File: src/rtl/alu_operand_stage.sv
// ALU operand-select stage: builds op_a/op_b and registers them behind a
// valid/ready handshake with a one-beat skid buffer. Optional macro: ALU_OPERAND_FWD_EN.
module alu_operand_stage #(
   parameter int WIDTH  = 16,
   parameter int IMM_W  = 8,
   parameter int REG_AW = 3
) (
   input  logic               clk,
   input  logic               rst,
   input  logic               in_valid,
   output logic               in_ready,
   input  logic [WIDTH-1:0]   rs,
   input  logic [WIDTH-1:0]   rq,
   input  logic [WIDTH-1:0]   pc,
   input  logic [IMM_W-1:0]   offset,
   input  logic               a_sel,
   input  logic [1:0]         b_sel,
`ifdef ALU_OPERAND_FWD_EN
   input  logic [REG_AW-1:0]  rs_addr,
   input  logic [REG_AW-1:0]  rq_addr,
   input  logic               fwd_we,
   input  logic [REG_AW-1:0]  fwd_addr,
   input  logic [WIDTH-1:0]   fwd_data,
`endif
   output logic               out_valid,
   input  logic               out_ready,
   output logic [WIDTH-1:0]   op_a,
   output logic [WIDTH-1:0]   op_b
);

   if (IMM_W < 1 || IMM_W >= WIDTH || REG_AW < 1) begin : g_param_check
      $error("alu_operand_stage: illegal IMM_W/WIDTH/REG_AW combination");
   end

   logic               out_valid_q, out_valid_d;
   logic [WIDTH-1:0]   op_a_q, op_a_d;
   logic [WIDTH-1:0]   op_b_q, op_b_d;
   logic               skid_full_q, skid_full_d;
   logic [WIDTH-1:0]   skid_a_q, skid_a_d;
   logic [WIDTH-1:0]   skid_b_q, skid_b_d;

   logic               accept;
   logic               pop;
   logic [WIDTH-1:0]   rs_eff;
   logic [WIDTH-1:0]   rq_eff;
   logic [WIDTH-1:0]   sext_off;
   logic [WIDTH-1:0]   zext_off;
   logic [WIDTH-1:0]   new_a;
   logic [WIDTH-1:0]   new_b;

   assign in_ready  = ~skid_full_q;
   assign out_valid = out_valid_q;
   assign op_a      = op_a_q;
   assign op_b      = op_b_q;

   assign accept = in_valid & ~skid_full_q;
   assign pop    = out_valid_q & out_ready;

`ifdef ALU_OPERAND_FWD_EN
   assign rs_eff = (fwd_we && fwd_addr == rs_addr) ? fwd_data : rs;
   assign rq_eff = (fwd_we && fwd_addr == rq_addr) ? fwd_data : rq;
`else
   assign rs_eff = rs;
   assign rq_eff = rq;
`endif

   // Operands are finished in the accept cycle so upstream may change afterwards
   always_comb begin
      sext_off = {{(WIDTH-IMM_W){offset[IMM_W-1]}}, offset};
      zext_off = {{(WIDTH-IMM_W){1'b0}}, offset};
      new_a    = a_sel ? pc : rs_eff;
      unique case (b_sel)
         2'b00:   new_b = rq_eff;
         2'b01:   new_b = sext_off;
         2'b10:   new_b = zext_off;
         default: new_b = {sext_off[WIDTH-2:0], 1'b0};
      endcase
   end

   // Main register refills from the skid first to keep FIFO order
   always_comb begin
      out_valid_d = out_valid_q;
      op_a_d      = op_a_q;
      op_b_d      = op_b_q;
      skid_full_d = skid_full_q;
      skid_a_d    = skid_a_q;
      skid_b_d    = skid_b_q;
      if (!out_valid_q || pop) begin
         if (skid_full_q) begin
            out_valid_d = 1'b1;
            op_a_d      = skid_a_q;
            op_b_d      = skid_b_q;
            skid_full_d = 1'b0;
         end else if (accept) begin
            out_valid_d = 1'b1;
            op_a_d      = new_a;
            op_b_d      = new_b;
         end else begin
            out_valid_d = 1'b0;
         end
      end else if (accept) begin
         skid_full_d = 1'b1;
         skid_a_d    = new_a;
         skid_b_d    = new_b;
      end
   end

   always_ff @(posedge clk) begin
      if (rst) begin
         out_valid_q <= 1'b0;
         op_a_q      <= '0;
         op_b_q      <= '0;
         skid_full_q <= 1'b0;
         skid_a_q    <= '0;
         skid_b_q    <= '0;
      end else begin
         out_valid_q <= out_valid_d;
         op_a_q      <= op_a_d;
         op_b_q      <= op_b_d;
         skid_full_q <= skid_full_d;
         skid_a_q    <= skid_a_d;
         skid_b_q    <= skid_b_d;
      end
   end

endmodule

File: config.mk
export PLATFORM = sky130hd
export DESIGN_NAME = alu_operand_stage
export DESIGN_NICKNAME = d
export VERILOG_FILES = /design/src/rtl/alu_operand_stage.sv
export SDC_FILE = /design/constraint.sdc
export NUM_CORES = 1
export LEC_CHECK = 0
export ABC_AREA = 1
export CELL_PAD_IN_SITES_DETAIL_PLACEMENT = 0
export CELL_PAD_IN_SITES_GLOBAL_PLACEMENT = 1
export CORE_AREA = 2 2 106 97
export DETAILED_ROUTE_END_ITERATION = 12
export DIE_AREA = 0 0 108 99
export PLACE_DENSITY = 0.76
export SYNTH_ARGS = -nofsm -noshare
export SYNTH_HDL_FRONTEND = slang
export SYNTH_SLANG_ARGS = --single-unit
File: constraint.sdc
create_clock -name clk -period 1.57 [get_ports clk]
set_input_delay 0.157 -clock clk [delete_from_list [all_inputs] [get_ports clk]]
set_output_delay 0.157 -clock clk [all_outputs]
set_load 0.01 [all_outputs]
Yosys cells after proc, flatten, opt, wreduce, memory -nomap -nowiden
Cells that the tools add are included.
{"block": "classes", "n_eq_ne": 2, "n_mux": 8, "n_bitwise": 4, "n_reduce_logical": 7}
{"op": "$mux W16", "n": 5}
{"op": "$pmux W16 S3", "n": 1}
{"op": "$reduce_and A2 Y1", "n": 2}
{"op": "$and A1 B1 Y1", "n": 2}
{"op": "$eq A2 B1 Y1 const B", "n": 1}
{"op": "$eq A2 B2 Y1 const B", "n": 1}
{"op": "$logic_not A2 Y1", "n": 1}
{"op": "$mux W1", "n": 2}
{"op": "$not A1 Y1", "n": 2}
{"op": "$reduce_bool A2 Y1", "n": 1}
{"op": "$reduce_or A2 Y1", "n": 1}
{"op": "$logic_not A1 Y1", "n": 1}
{"op": "$logic_or A1 B1 Y1", "n": 1}
{"block": "totals", "regBits": 66, "input_bits": 63, "word_cells": 27}

Longest topological paths before layout
{"block": "depth", "word_depth": 4, "depth_mapped": 8}

Least setup slack after synthesis
No wires, ideal clock.
{"block": "synth_path", "path_type": "register -> register", "start": "register out_valid_q, in the netlist out_valid", "end": "register skid_a_q[10]", "setup_time_ns": 0.128, "arrival_time_ns": 1.088, "t_required_ns": 1.442, "slack_ns": 0.355, "path_stages_with_launch": 8, "path_buffers": 2, "period_less_slack_ns": 1.215, "path_cell_list": "dfxtp_1 -> nand2_2 -> nor3_2 -> buf_4 -> buf_4 -> nand2_1 -> o21ai_0 -> nor2_1"}
{"block": "synth_between", "elab_chain_cells": 4, "elab_cells_between_ends": 5, "classes_between": "2 x bitwise; 3 x reduce/logical"}
{"item": "start: declaration", "line": "35", "text": "logic out_valid_q, out_valid_d;"}
{"item": "start signal: assignment", "line": "117", "text": "out_valid_q <= out_valid_d;"}
{"item": "$and A1 B1 Y1 / $logic_not A1 Y1 (equally long branches)", "line": "57, 88"}
{"item": "$logic_or A1 B1 Y1 *", "line": "88", "text": "if (!out_valid_q || pop) begin"}
{"item": "$not A1 Y1 (no source line) *"}
{"item": "$reduce_and A2 Y1 (no source line) *"}
{"item": "end signal: assignment", "line": "121", "text": "skid_a_q <= skid_a_d;"}
{"item": "end: declaration", "line": "39", "text": "logic [WIDTH-1:0] skid_a_q, skid_a_d;"}
Mark *: on every way between the ends. The rest lies on a longest branch, timed or not.
A chain may end at the register's enable or synchronous reset.

Worst setup path in the final report
{"block": "layout_path", "start": "register skid_full_q", "end": "output port in_ready"}
{"block": "layout_between", "elab_chain_cells": 1}
{"item": "start: declaration", "line": "38", "text": "logic skid_full_q, skid_full_d;"}
{"item": "start signal: assignment", "line": "120", "text": "skid_full_q <= skid_full_d;"}
{"item": "$not A1 Y1", "line": "51", "text": "assign in_ready = ~skid_full_q;"}
{"item": "end: declaration", "line": "11", "text": "output logic in_ready,"}
Every way passes these cells.

==> results by group <==
Detailed routing
  • WL/cell: 13.4 microns
  • Via density per instance: roughly 4.7
  • DRC Markers: 0
  • First drt pass iteration count: 5
  • Post-route ant nets: 0
  • Aggregate routed wire length: 8780 microns
  • Via count: 3,087
  • Iter 0 DRT Violations: 133

Global routing
  • GRT overflow: 0
  • First-pass GRT wire length: 14,400 microns
  • M3 GR Usage: 0.0483
  • Largest net degree at the start of global routing: 51
  • Antenna violations before repair: 0
  • Total Routing Usage GR: 0.170
  • Grt met2 use: 0.280
  • GR met1 Demand/Resource: 0.222
  • Vias in the first global route: 2,991
  • Busiest grt layer: met2

Worst setup path
  • R2R depth: 6
  • R2r startpoint: out_valid$_SDFFE_PP0P_
  • Crit start category: flip-flop
  • CP Class: reg -> out
  • Worst r2r dst: skid_a_q[10]$_SDFFE_PP0P_
  • Critical Path End Type: output port
  • FF-to-FF setup slack: 0.26 ns
  • Crit path arrival time: roughly 1.3 ns
  • CP Max Fanout: 4
  • Worst path required time: 1.41 ns

Yosys
  • Mapped Area: approximately 0.003 sq mm
  • Post-Syn Instances: 433
  • Area share of fa/ha/maj cells after synthesis: 0
  • Largest family of logic cells by synthesized area: compound AO/OA/AOI/OAI gates
  • Post-synthesis simple-gate area fraction: 0.236
  • Post-synthesis mux area share: 0.00333
  • Seq/Total Area, Yosys: 0.440
  • Post-Synth XOR/XNOR Area: 0
  • Average size of a mapped cell: 6.94 sq um
  • Synth Warn #: 0
  • Number of synthesized register bits: 66
  • Netlist cell types: 19
  • Compound-gate portion of the synthesized area: 0.240
  • Mapped Nets: 496

Finish
  • Area occupied by registers: 0.00132 sq mm
  • # fillers: 999
  • ANT cells: 0
  • Design Area, Final: between 0.004 and 0.005 sq mm
  • Area growth, synth to finish: 42.6%
  • Multi-input gate area: 0.00145 sq mm
  • Layout cells sized above 1: 0.0851
  • Layout net count: just under 600

Die
  • Initial Util: 0.314
  • Die width: around 110 microns
  • I/O pin count: 97
  • Die height: 99 microns
  • DIE AREA: 0.0107 sq mm
  • Rows: 34
  • Core area: approximately 0.0096 sq mm

Clock network
  • CTS tree: done
  • # hold bufs at CTS: 0
  • Number of buffers created by CTS: 9
  • Clk sinks: 66
  • Post-CTS Setup Repair Bufs: 0
  • Clock buffer depth: 2
  • H-tree Lvls: 3
  • Clk root buf: clkbuf_8
  • Worst skew pair latency: 0.34 ns
  • # resized after CTS: 0
  • CTS clk-pin slew, worst paths: 0.07 ns

Pwr
  • Clock network power share: 0.300
  • Combinational Power Share: 0.214
  • Cell Pwr Density: 889 mW/mm^2
  • Psw: 1050 uW
  • Internal power: approximately 2800 uW
  • Peak VDD IR: 0.000549 V
  • Net Sw Frac: 0.276
  • Sequential share of power: 0.486
  • Leakage: 0.00181 uW

STA
  • Max Slew Vio Count: 0
  • Fin crit period: roughly 1.5 ns
  • Final setup skew: 0.00724 ns
  • Max frequency: 677 MHz
  • Max-Slew Margin vs Limit: 0.745
  • Worst slew pin tran: ~0.38 ns
  • RSZ-0062 raised after global routing: no
  • Hold Fails Final Rpt: 0
  • Final Setup Violations: 0
  • Crit share post-route: 0.940
  • Final setup TNS: 0 ns

Placed design
  • Post-DP Area: 0.00414 sq mm
  • HPWL Detailed: 5970 microns
  • GPL Wtd Cong: 0.744
  • Port Buffers: 96

Worst hold path
  • Worst min path class: reg -> reg
  • Hold endpoint: skid_b_q[13]$_SDFFE_PP0P_
  • Hold path start: skid_b_q[13]$_SDFFE_PP0P_
  • Hold depth: 2

Status
  • Outcome: finished clean

Flow run
  • Max Cap Viol: 0
-- kinds of logic (layout without fill, tap and decap cells) --
family          count (synthesis)  in the layout
compound gates                144            144
buf+inv                        54            150
flops                          66             66
mux                             1              1
simple gates                  168            168
-- cells in the mapped netlist, drive strengths merged --
cell    count  area share
dfxtp      66        0.44
nand2      86        0.11
or2        15       0.031
buf        18       0.036
nor2       51       0.066
o21ai      81        0.13
nand3      15       0.025
a21oi      63        0.10
inv        25       0.031
mux2i       1      0.0033
nor3        1      0.0033
clkbuf     11       0.014
-- layout make-up --
type                            count  area share
Sequential cell                    66       0.309
Timing Repair Buffer              112       0.261
Multi-Input combinational cell    313       0.337
Inverter                           25      0.0219
Clock inverter                      4     0.00526
Clock buffer                        9      0.0289
Tap cell                          126      0.0368
-- worst max path at each step --
| stage | cells after the start | to | from |
|---|---|---|---|
| after global routing | 2 | in_ready | skid_full_q$_SDFFE_PP0N_ |
| final | 2 | in_ready | skid_full_q$_SDFFE_PP0N_ |
| after CTS | 2 | in_ready | skid_full_q$_SDFFE_PP0N_ |
| after floorplan | 7 | skid_a_q[10]$_SDFFE_PP0P_ | out_valid$_SDFFE_PP0P_ |
| after detailed placement | 7 | skid_a_q[10]$_SDFFE_PP0P_ | in_valid |
| after global placement | 7 | skid_a_q[13]$_SDFFE_PP0P_ | in_valid |
-- power groups by stage --
stage,combinational [uW],sequential [uW],clock (uW)
floorplan,351,1910,0
global placement,815,1890,0
detailed placement,819,1890,0
CTS,824,1850,1190
global route,903,1870,1260
finish,815,1850,1140
-- routing by layer --
| layer | part of all wire | vias to the layer above | routed length [microns] |
|---|---|---|---|
| met5 | 0 | - | 0 |
| met4 | 0.0049 | 0 | 43 |
| met3 | 0.046 | 2 | 407 |
| met2 | 0.46 | 72 | 4050 |
| met1 | 0.49 | 1403 | 4270 |
| li1 | - | 1610 | - |
-- critical path, cell delays in order (launching register included) --
cell	delay, ns
dfxtp_2	0.35
inv_2	0.10
clkdlybuf4s50_1	0.54
-- sequential cells by signal, summed over array words and instances, names as in the netlist --
signal,count
skid_full_q,1
skid_b_q,16
out_valid,1
skid_a_q,16
op_a,16
op_b,16
-- through the flow --
| stage | hold WS, ns | cells | utilization | total power [uW] | worst slack, ns |
|---|---|---|---|---|---|
| 6_report | 0.492 | 655 | 0.448 | 3810 | 0.0934 |
| 3_5_place_dp | 0.477 | 642 | 0.432 | 2710 | 0.00562 |
| 3_3_place_gp | 0.465 | 642 | 0.432 | 2700 | 0.0408 |
| 5_1_grt | 0.502 | 655 | 0.448 | 4030 | 0.0350 |
| 4_1_cts | 0.483 | 655 | 0.448 | 3860 | 0.0607 |
| 2_1_floorplan | 0.357 | 433 | - | 2260 | 0.355 |
-- placed cells by master (no fill, tap or decap) --
cell              n
nor2_1           50
o21ai_1           3
o21ai_0          78
a21oi_1          63
nor3_4            1
nand3_1          15
nor2_4            1
clkdlybuf4s50_1  96
mux2i_1           1
or2_2             8
nand2_2           3
inv_2             2
clkbuf_8          9
inv_1            23
buf_4            13
clkinv_2          3
dfxtp_2           1
clkinvlp_4        1
nand2_1          83
or2_1             7
dfxtp_1          65
buf_12            3
Power figures use the tool's default switching activity.
